## config.mk

```make
export PLATFORM = sky130hd
export DESIGN_NAME = psg_register_interface_flat
export DESIGN_NICKNAME = d
export VERILOG_FILES = /design/src/rtl/psg_register_interface_if.sv /design/src/rtl/psg_register_interface.sv /design/src/flat_wrapper.sv
export SDC_FILE = /design/constraint.sdc
export NUM_CORES = 1
export LEC_CHECK = 0
export ABC_AREA = 1
export CAP_MARGIN = 20
export CORE_MARGIN = 3
export CORE_UTILIZATION = 53
export DETAILED_ROUTE_END_ITERATION = 10
export GPL_ROUTABILITY_DRIVEN = 0
export HOLD_SLACK_MARGIN = 0.08
export PLACE_DENSITY = 0.81
export REMOVE_ABC_BUFFERS = 1
export SLEW_MARGIN = 25
export SYNTH_ARGS = -nofsm -noshare
export SYNTH_HDL_FRONTEND = slang
export SYNTH_SLANG_ARGS = --single-unit
```

## constraint.sdc

```tcl
create_clock -name clk -period 6.9 [get_ports clk]
set_input_delay 2.07 -clock clk [delete_from_list [all_inputs] [get_ports clk]]
set_output_delay 2.07 -clock clk [all_outputs]
set_load 0.005 [all_outputs]
```

## src/rtl/psg_register_interface_if.sv

```systemverilog
// CPU write bus plus generator-facing register outputs of the PSG register
// interface. The master modport is the CPU side and the slave modport is the
// register block.
interface psg_register_interface_if #(
  parameter int TONE_FREQUENCY_BITS      = 10,
  parameter int ATTENUATION_CONTROL_BITS = 4,
  parameter int NOISE_CONTROL_BITS       = 3
);
  logic [7:0]                            data;
  logic                                  we_n;
  logic                                  ready;
  logic [4*ATTENUATION_CONTROL_BITS-1:0] attn;
  logic [3*TONE_FREQUENCY_BITS-1:0]      tone_freq;
  logic [NOISE_CONTROL_BITS-1:0]         noise_ctrl;
  logic                                  noise_reset;
  logic                                  write_dropped;

  modport master (
    output data, we_n,
    input  ready, attn, tone_freq, noise_ctrl, noise_reset, write_dropped
  );

  modport slave (
    input  data, we_n,
    output ready, attn, tone_freq, noise_ctrl, noise_reset, write_dropped
  );
endinterface

```

## src/rtl/psg_register_interface.sv

```systemverilog
// SN76489-style CPU write port: decodes latch/data bytes into attenuation,
// tone-period and noise-control registers, pulses the noise LFSR reset and
// holds READY low for BUSY_CYCLES clocks after each accepted write.
// Optional macro PSG_INPUT_SYNC_EN adds a 2-flop synchronizer on we_n/data,
// adding two cycles of accept latency.
module psg_register_interface #(
  parameter int BUSY_CYCLES              = 32,
  parameter int TONE_FREQUENCY_BITS      = 10,
  parameter int ATTENUATION_CONTROL_BITS = 4,
  parameter int NOISE_CONTROL_BITS       = 3
) (
  input  logic                      clk,
  input  logic                      reset,
  psg_register_interface_if.slave   bus
);

  localparam logic [5:0] BUSY_LOAD = 6'(BUSY_CYCLES);

  typedef enum logic {
    ST_IDLE = 1'b0,
    ST_BUSY = 1'b1
  } busy_state_e;

  // Write-side view of the bus after optional synchronization.
  logic [7:0] data_s;
  logic       we_n_s;

`ifdef PSG_INPUT_SYNC_EN
  logic [1:0] we_sync_q;
  logic [7:0] data_sync1_q;
  logic [7:0] data_sync2_q;

  // Two-stage synchronizer for the asynchronous CPU strobe and byte.
  always_ff @(posedge clk or posedge reset) begin
    if (reset) begin
      we_sync_q    <= 2'b11;
      data_sync1_q <= 8'h00;
      data_sync2_q <= 8'h00;
    end else begin
      we_sync_q    <= {we_sync_q[0], bus.we_n};
      data_sync1_q <= bus.data;
      data_sync2_q <= data_sync1_q;
    end
  end

  assign we_n_s = we_sync_q[1];
  assign data_s = data_sync2_q;
`else
  assign we_n_s = bus.we_n;
  assign data_s = bus.data;
`endif

  logic        we_prev_q;
  logic        ready_q;
  logic        write_dropped_q;
  busy_state_e state_q;
  logic [5:0]  cnt_q;

  logic [3:0][ATTENUATION_CONTROL_BITS-1:0] attn_q;
  logic [2:0][TONE_FREQUENCY_BITS-1:0]      tone_q;
  logic [NOISE_CONTROL_BITS-1:0]            noise_q;
  logic                                     noise_reset_q;
  logic [1:0]                               latch_chan_q;
  logic                                     latch_type_q;

  // Falling-edge detect on the (possibly synchronized) strobe.
  logic write_det;
  logic accept;
  logic drop;

  assign write_det = ~we_n_s & we_prev_q;
  assign accept    = write_det & ready_q;
  assign drop      = write_det & ~ready_q;

  // Latch bytes carry their own target; data bytes reuse the stored latch.
  logic       is_latch;
  logic [1:0] tgt_chan;
  logic       tgt_type;

  assign is_latch = data_s[7];
  assign tgt_chan = is_latch ? data_s[6:5] : latch_chan_q;
  assign tgt_type = is_latch ? data_s[4]   : latch_type_q;

  // Track the previous strobe level every cycle, busy or not.
  always_ff @(posedge clk or posedge reset) begin
    // NOTE: sequential state uses non-blocking assignments so every flop
    // samples pre-edge values regardless of statement order.
    if (reset) begin
      we_prev_q <= 1'b1;
    end else begin
      we_prev_q <= we_n_s;
    end
  end

  // Register file update on accepted writes, plus the noise reset pulse.
  always_ff @(posedge clk or posedge reset) begin
    if (reset) begin
      attn_q        <= '1;
      tone_q        <= '0;
      noise_q       <= '0;
      noise_reset_q <= 1'b0;
      latch_chan_q  <= 2'd0;
      latch_type_q  <= 1'b0;
    end else begin
      noise_reset_q <= 1'b0;
      if (accept) begin
        if (is_latch) begin
          latch_chan_q <= data_s[6:5];
          latch_type_q <= data_s[4];
        end
        if (tgt_type) begin
          attn_q[tgt_chan] <= data_s[ATTENUATION_CONTROL_BITS-1:0];
        end else if (tgt_chan == 2'd3) begin
          noise_q       <= data_s[NOISE_CONTROL_BITS-1:0];
          noise_reset_q <= 1'b1;
        end else if (is_latch) begin
          tone_q[tgt_chan][3:0] <= data_s[3:0];
        end else begin
          tone_q[tgt_chan][TONE_FREQUENCY_BITS-1:4] <= data_s[TONE_FREQUENCY_BITS-5:0];
        end
      end
    end
  end

  // Busy FSM: holds READY low for BUSY_CYCLES clocks after an accept and
  // records strobes that arrive while busy.
  always_ff @(posedge clk or posedge reset) begin
    if (reset) begin
      state_q         <= ST_IDLE;
      cnt_q           <= 6'd0;
      ready_q         <= 1'b1;
      write_dropped_q <= 1'b0;
    end else begin
      if (drop) begin
        write_dropped_q <= 1'b1;
      end
      case (state_q)
        ST_IDLE: begin
          if (accept && (BUSY_CYCLES > 0)) begin
            state_q <= ST_BUSY;
            cnt_q   <= BUSY_LOAD;
            ready_q <= 1'b0;
          end
        end
        ST_BUSY: begin
          cnt_q <= cnt_q - 6'd1;
          if (cnt_q == 6'd1) begin
            state_q <= ST_IDLE;
            ready_q <= 1'b1;
          end
        end
        default: begin
          state_q <= ST_IDLE;
        end
      endcase
    end
  end

  assign bus.ready         = ready_q;
  assign bus.write_dropped = write_dropped_q;
  assign bus.attn          = attn_q;
  assign bus.tone_freq     = tone_q;
  assign bus.noise_ctrl    = noise_q;
  assign bus.noise_reset   = noise_reset_q;

endmodule

```

## src/flat_wrapper.sv

```systemverilog
// flat-port wrapper written by rule: the top's interface ports become plain ports
module psg_register_interface_flat 
#(
  parameter int BUSY_CYCLES              = 32,
  parameter int TONE_FREQUENCY_BITS      = 10,
  parameter int ATTENUATION_CONTROL_BITS = 4,
  parameter int NOISE_CONTROL_BITS       = 3
)
  (clk, reset, bus_data, bus_we_n, bus_ready, bus_attn, bus_tone_freq, bus_noise_ctrl, bus_noise_reset, bus_write_dropped);
  psg_register_interface_if #(.TONE_FREQUENCY_BITS(TONE_FREQUENCY_BITS), .ATTENUATION_CONTROL_BITS(ATTENUATION_CONTROL_BITS), .NOISE_CONTROL_BITS(NOISE_CONTROL_BITS)) bus_i ();
  input  logic clk;
  input  logic reset;
  input wire logic [$bits(bus_i.data)-1:0] bus_data;
  input wire logic [$bits(bus_i.we_n)-1:0] bus_we_n;
  output wire logic [$bits(bus_i.ready)-1:0] bus_ready;
  output wire logic [$bits(bus_i.attn)-1:0] bus_attn;
  output wire logic [$bits(bus_i.tone_freq)-1:0] bus_tone_freq;
  output wire logic [$bits(bus_i.noise_ctrl)-1:0] bus_noise_ctrl;
  output wire logic [$bits(bus_i.noise_reset)-1:0] bus_noise_reset;
  output wire logic [$bits(bus_i.write_dropped)-1:0] bus_write_dropped;
  assign bus_i.data = bus_data;
  assign bus_i.we_n = bus_we_n;
  assign bus_ready = bus_i.ready;
  assign bus_attn = bus_i.attn;
  assign bus_tone_freq = bus_i.tone_freq;
  assign bus_noise_ctrl = bus_i.noise_ctrl;
  assign bus_noise_reset = bus_i.noise_reset;
  assign bus_write_dropped = bus_i.write_dropped;
  psg_register_interface #(.BUSY_CYCLES(BUSY_CYCLES), .TONE_FREQUENCY_BITS(TONE_FREQUENCY_BITS), .ATTENUATION_CONTROL_BITS(ATTENUATION_CONTROL_BITS), .NOISE_CONTROL_BITS(NOISE_CONTROL_BITS)) u_core (.clk(clk), .reset(reset), .bus(bus_i));
endmodule
```

==> impl_metrics.csv <==
group,metric,value,unit
timing,setup_viol,0,
drt,drc,0,
power_and_ir_drop,internal_power,0.909,mW
power_and_ir_drop,power,1.32,mW
drt,drtAntennaViolNets,0,
logic_synthesis,syn_avg_cell_area,8.73,um2
drt,detail_route.first_pass.iterations,4,
timing,timing.fmax,0.259,GHz
drt,wl,5.96,mm
drt,wl_per_cell,13.5,um
clock_tree,tritoncts,"built",
floorplan,die_w,77.4,um
drt,drt_iter0_drc,126,
floorplan,io_pins,63,
final_layout,syn_to_final_growth,30.7,%
logic_synthesis,yosysSeqAreaShare,59.2,%
timing,finalHoldViolCount,0,
clock_tree,cts_root_buffer,"clkbuf_8",
outcome,outcome,"completed",
floorplan,die_h,77.4,um
clock_tree,clk_pin_slew_worst_paths,60,ps
final_layout,num-nets-final,384,
drt,vias,2252,
clock_tree,hold_buffers,0,
global_route,grt_max_degree,64,
global_route,antenna_found_initial,0,
timing,worstMarginPinSlew,830,ps
final_layout,layout_commonest_cell,"nand2_1",
place,dp_slack,2280,ps
worst_setup_path,cp-start-kind,"input pin",
clock_tree,numCtsBuffers,9,
worst_setup_path,worst-setup-path-type,"input pin to flop",
place,dp_hpwl,4.13,mm
final_layout,diodes,0,
power_and_ir_drop,powerDensity,374,nW/um2
final_layout,fill_cells,371,
global_route,grt_usage,22.3,%
worst_hold_path,holdCritPathClass,"flop to flop",
place,dp_cells,427,
timing,slew_viol_final,0,
global_route,grt_pass1_vias,2209,
final_layout,multi_input_area,941,um2
place,io_buffers,62,
logic_synthesis,synth_cell_types,20,
timing,rsz0062_at_grt,"false",
final_layout,seqCellArea,1600,um2
timing,period_share,55.9,%
worst_setup_path,setup.worst_path.end_class,"flop",
timing,final.min_clock_period,3860,ps
logic_synthesis,synthesis.area,2700,um2
floorplan,start_util,56.0,%
drt,viasPerCell,5.08,
floorplan,num_rows,25,
clock_tree,cts_resized,0,
timing,finalSetupTns,0,ps
final_layout,final_util,73.2,%
clock_tree,cts_setup_buffers,0,
timing,slew_headroom,44.2,%
clock_tree,cts.htree.levels,3,
clock_tree,max-clock-path-buffers,2,
power_and_ir_drop,p_clk_share,20.9,%
logic_synthesis,syn_inst,309,
global_route,grt-ovfl-total,0,
final_layout,layout-drive-gt1-share,10.6,%
worst_setup_path,arrival,4100,ps
run,max-cap-violations,0,
power_and_ir_drop,power_frac_comb,33.3,%
worst_setup_path,worstPathRequired,7140,ps
final_layout,fin_cells,443,
power_and_ir_drop,p_leak,1.72,nW
logic_synthesis,synth_seq_cells,63,
floorplan,dieArea,5980,um2
clock_tree,clock_sinks,63,
clock_tree,clock_latency,340,ps
timing,clock_skew,7.61,ps
power_and_ir_drop,peakVddDrop,0.290,mV
power_and_ir_drop,switching_share,31.1,%
worst_setup_path,path_max_fanout,32,
final_layout,final_cell_mix,"nand2_1, clkdlybuf4s50_1, dfrtp_1, nand3_1, inv_1",
power_and_ir_drop,p_seq_share,45.8,%
logic_synthesis,ys_warn_count,0,
global_route,grt_pass1_wl,10.4,mm
floorplan,core-area,4820,um2
power_and_ir_drop,switching_power,0.410,mW
timing,setup_ws,3040,ps
==> registers in the layout, summed over array words and instances (netlist names) <==
signal,flops
u_core.bus.tone_freq,30
u_core.bus.attn,16
u_core.cnt_q,6
u_core.bus.noise_ctrl,3
u_core.latch_chan_q,2
u_core.bus.noise_reset,1
u_core.bus.ready,1
u_core.bus.write_dropped,1
u_core.latch_type_q,1
u_core.state_q,1
u_core.we_prev_q,1
==> synth_stat cells <==
library cell	instances	area (um2)
a21oi_1	4	20.0
a31o_2	1	8.76
buf_2	5	25.0
buf_4	3	22.5
clkbuf_1	5	18.8
dfrtp_1	45	1130
dfstp_2	18	473
ha_1	2	25.0
inv_1	24	90.1
inv_2	2	7.51
nand2_1	116	435
nand2_2	1	6.26
nand3_1	28	140
nand3_2	2	20.0
nand4_1	22	138
nor2_1	12	45.0
nor2_2	1	6.26
nor3_1	1	5.00
o21ai_0	16	80.1
o22ai_1	1	6.26
==> logic make-up (layout without fill, tap and decap cells) <==
family	Yosys count	in the layout	synth area share, %
and+or+nand+nor	183	183	29.5
DFF	63	63	59.2
buffers and inverters	39	106	6.07
AOI/OAI and AO/OA	22	22	4.27
adders and majority gates	2	2	0.927
==> power groups by stage <==
stage	combinational, mW	clock [mW]	sequential (mW)
global route	0.495	0.300	0.623
finish	0.439	0.276	0.604
CTS	0.443	0.282	0.604
detailed placement	0.440	0	0.607
global placement	0.425	0	0.605
floorplan	0.185	0	0.602
==> metrics by stage <==
| stage | area, um2 | hold WS (ps) |
|---|---|---|
| finish | 3530 | 463 |
| global route | 3530 | 486 |
| CTS | 3520 | 465 |
| detailed placement | 3350 | 455 |
| global placement | 3350 | 452 |
| floorplan | 2630 | 453 |
==> cell type report <==
class / instances / share of cell area (%)
timing repair buffer: 64 / 18.0
inverter: 26 / 2.77
multi-input combinational: 207 / 26.7
clock buffer: 15 / 4.72
tap: 67 / 2.38
clock inverter: 1 / 0.142
sequential: 63 / 45.3
==> critical path, cell delays in order <==
cell and delay, ps:
clkdlybuf4s50_1 420, inv_1 70, nand3_1 280, nor2_4 630, nand2_1 360, o21ai_0 260
==> path summary, 6_finish.rpt <==
kind | start | to | slack (ps) | cells past startpoint
min in group asynchronous | reset | u_core.bus.tone_freq[3] | 2260 | 3
max in group asynchronous | reset | u_core.cnt_q[3] | 4140 | 3
worst max-delay path | bus_we_n | u_core.bus.tone_freq[4] | 3040 | 6
worst min register to register | u_core.bus.attn[4] | u_core.bus.attn[4] | 460 | 2
worst min-delay path | u_core.bus.attn[4] | u_core.bus.attn[4] | 460 | 2
worst max register to register | u_core.bus.ready | u_core.bus.tone_freq[4] | 4720 | 4
==> layer usage <==
layer / wire, um / GRT usage [%] / up-vias
met5: 0 / 0 / -
met4: 145 / 12.3 / 0
li1: - / - / 1129
met2: 2850 / 34.9 / 61
met1: 2670 / 29.6 / 1050
met3: 297 / 3.94 / 12
Power figures use the tool's default switching activity.
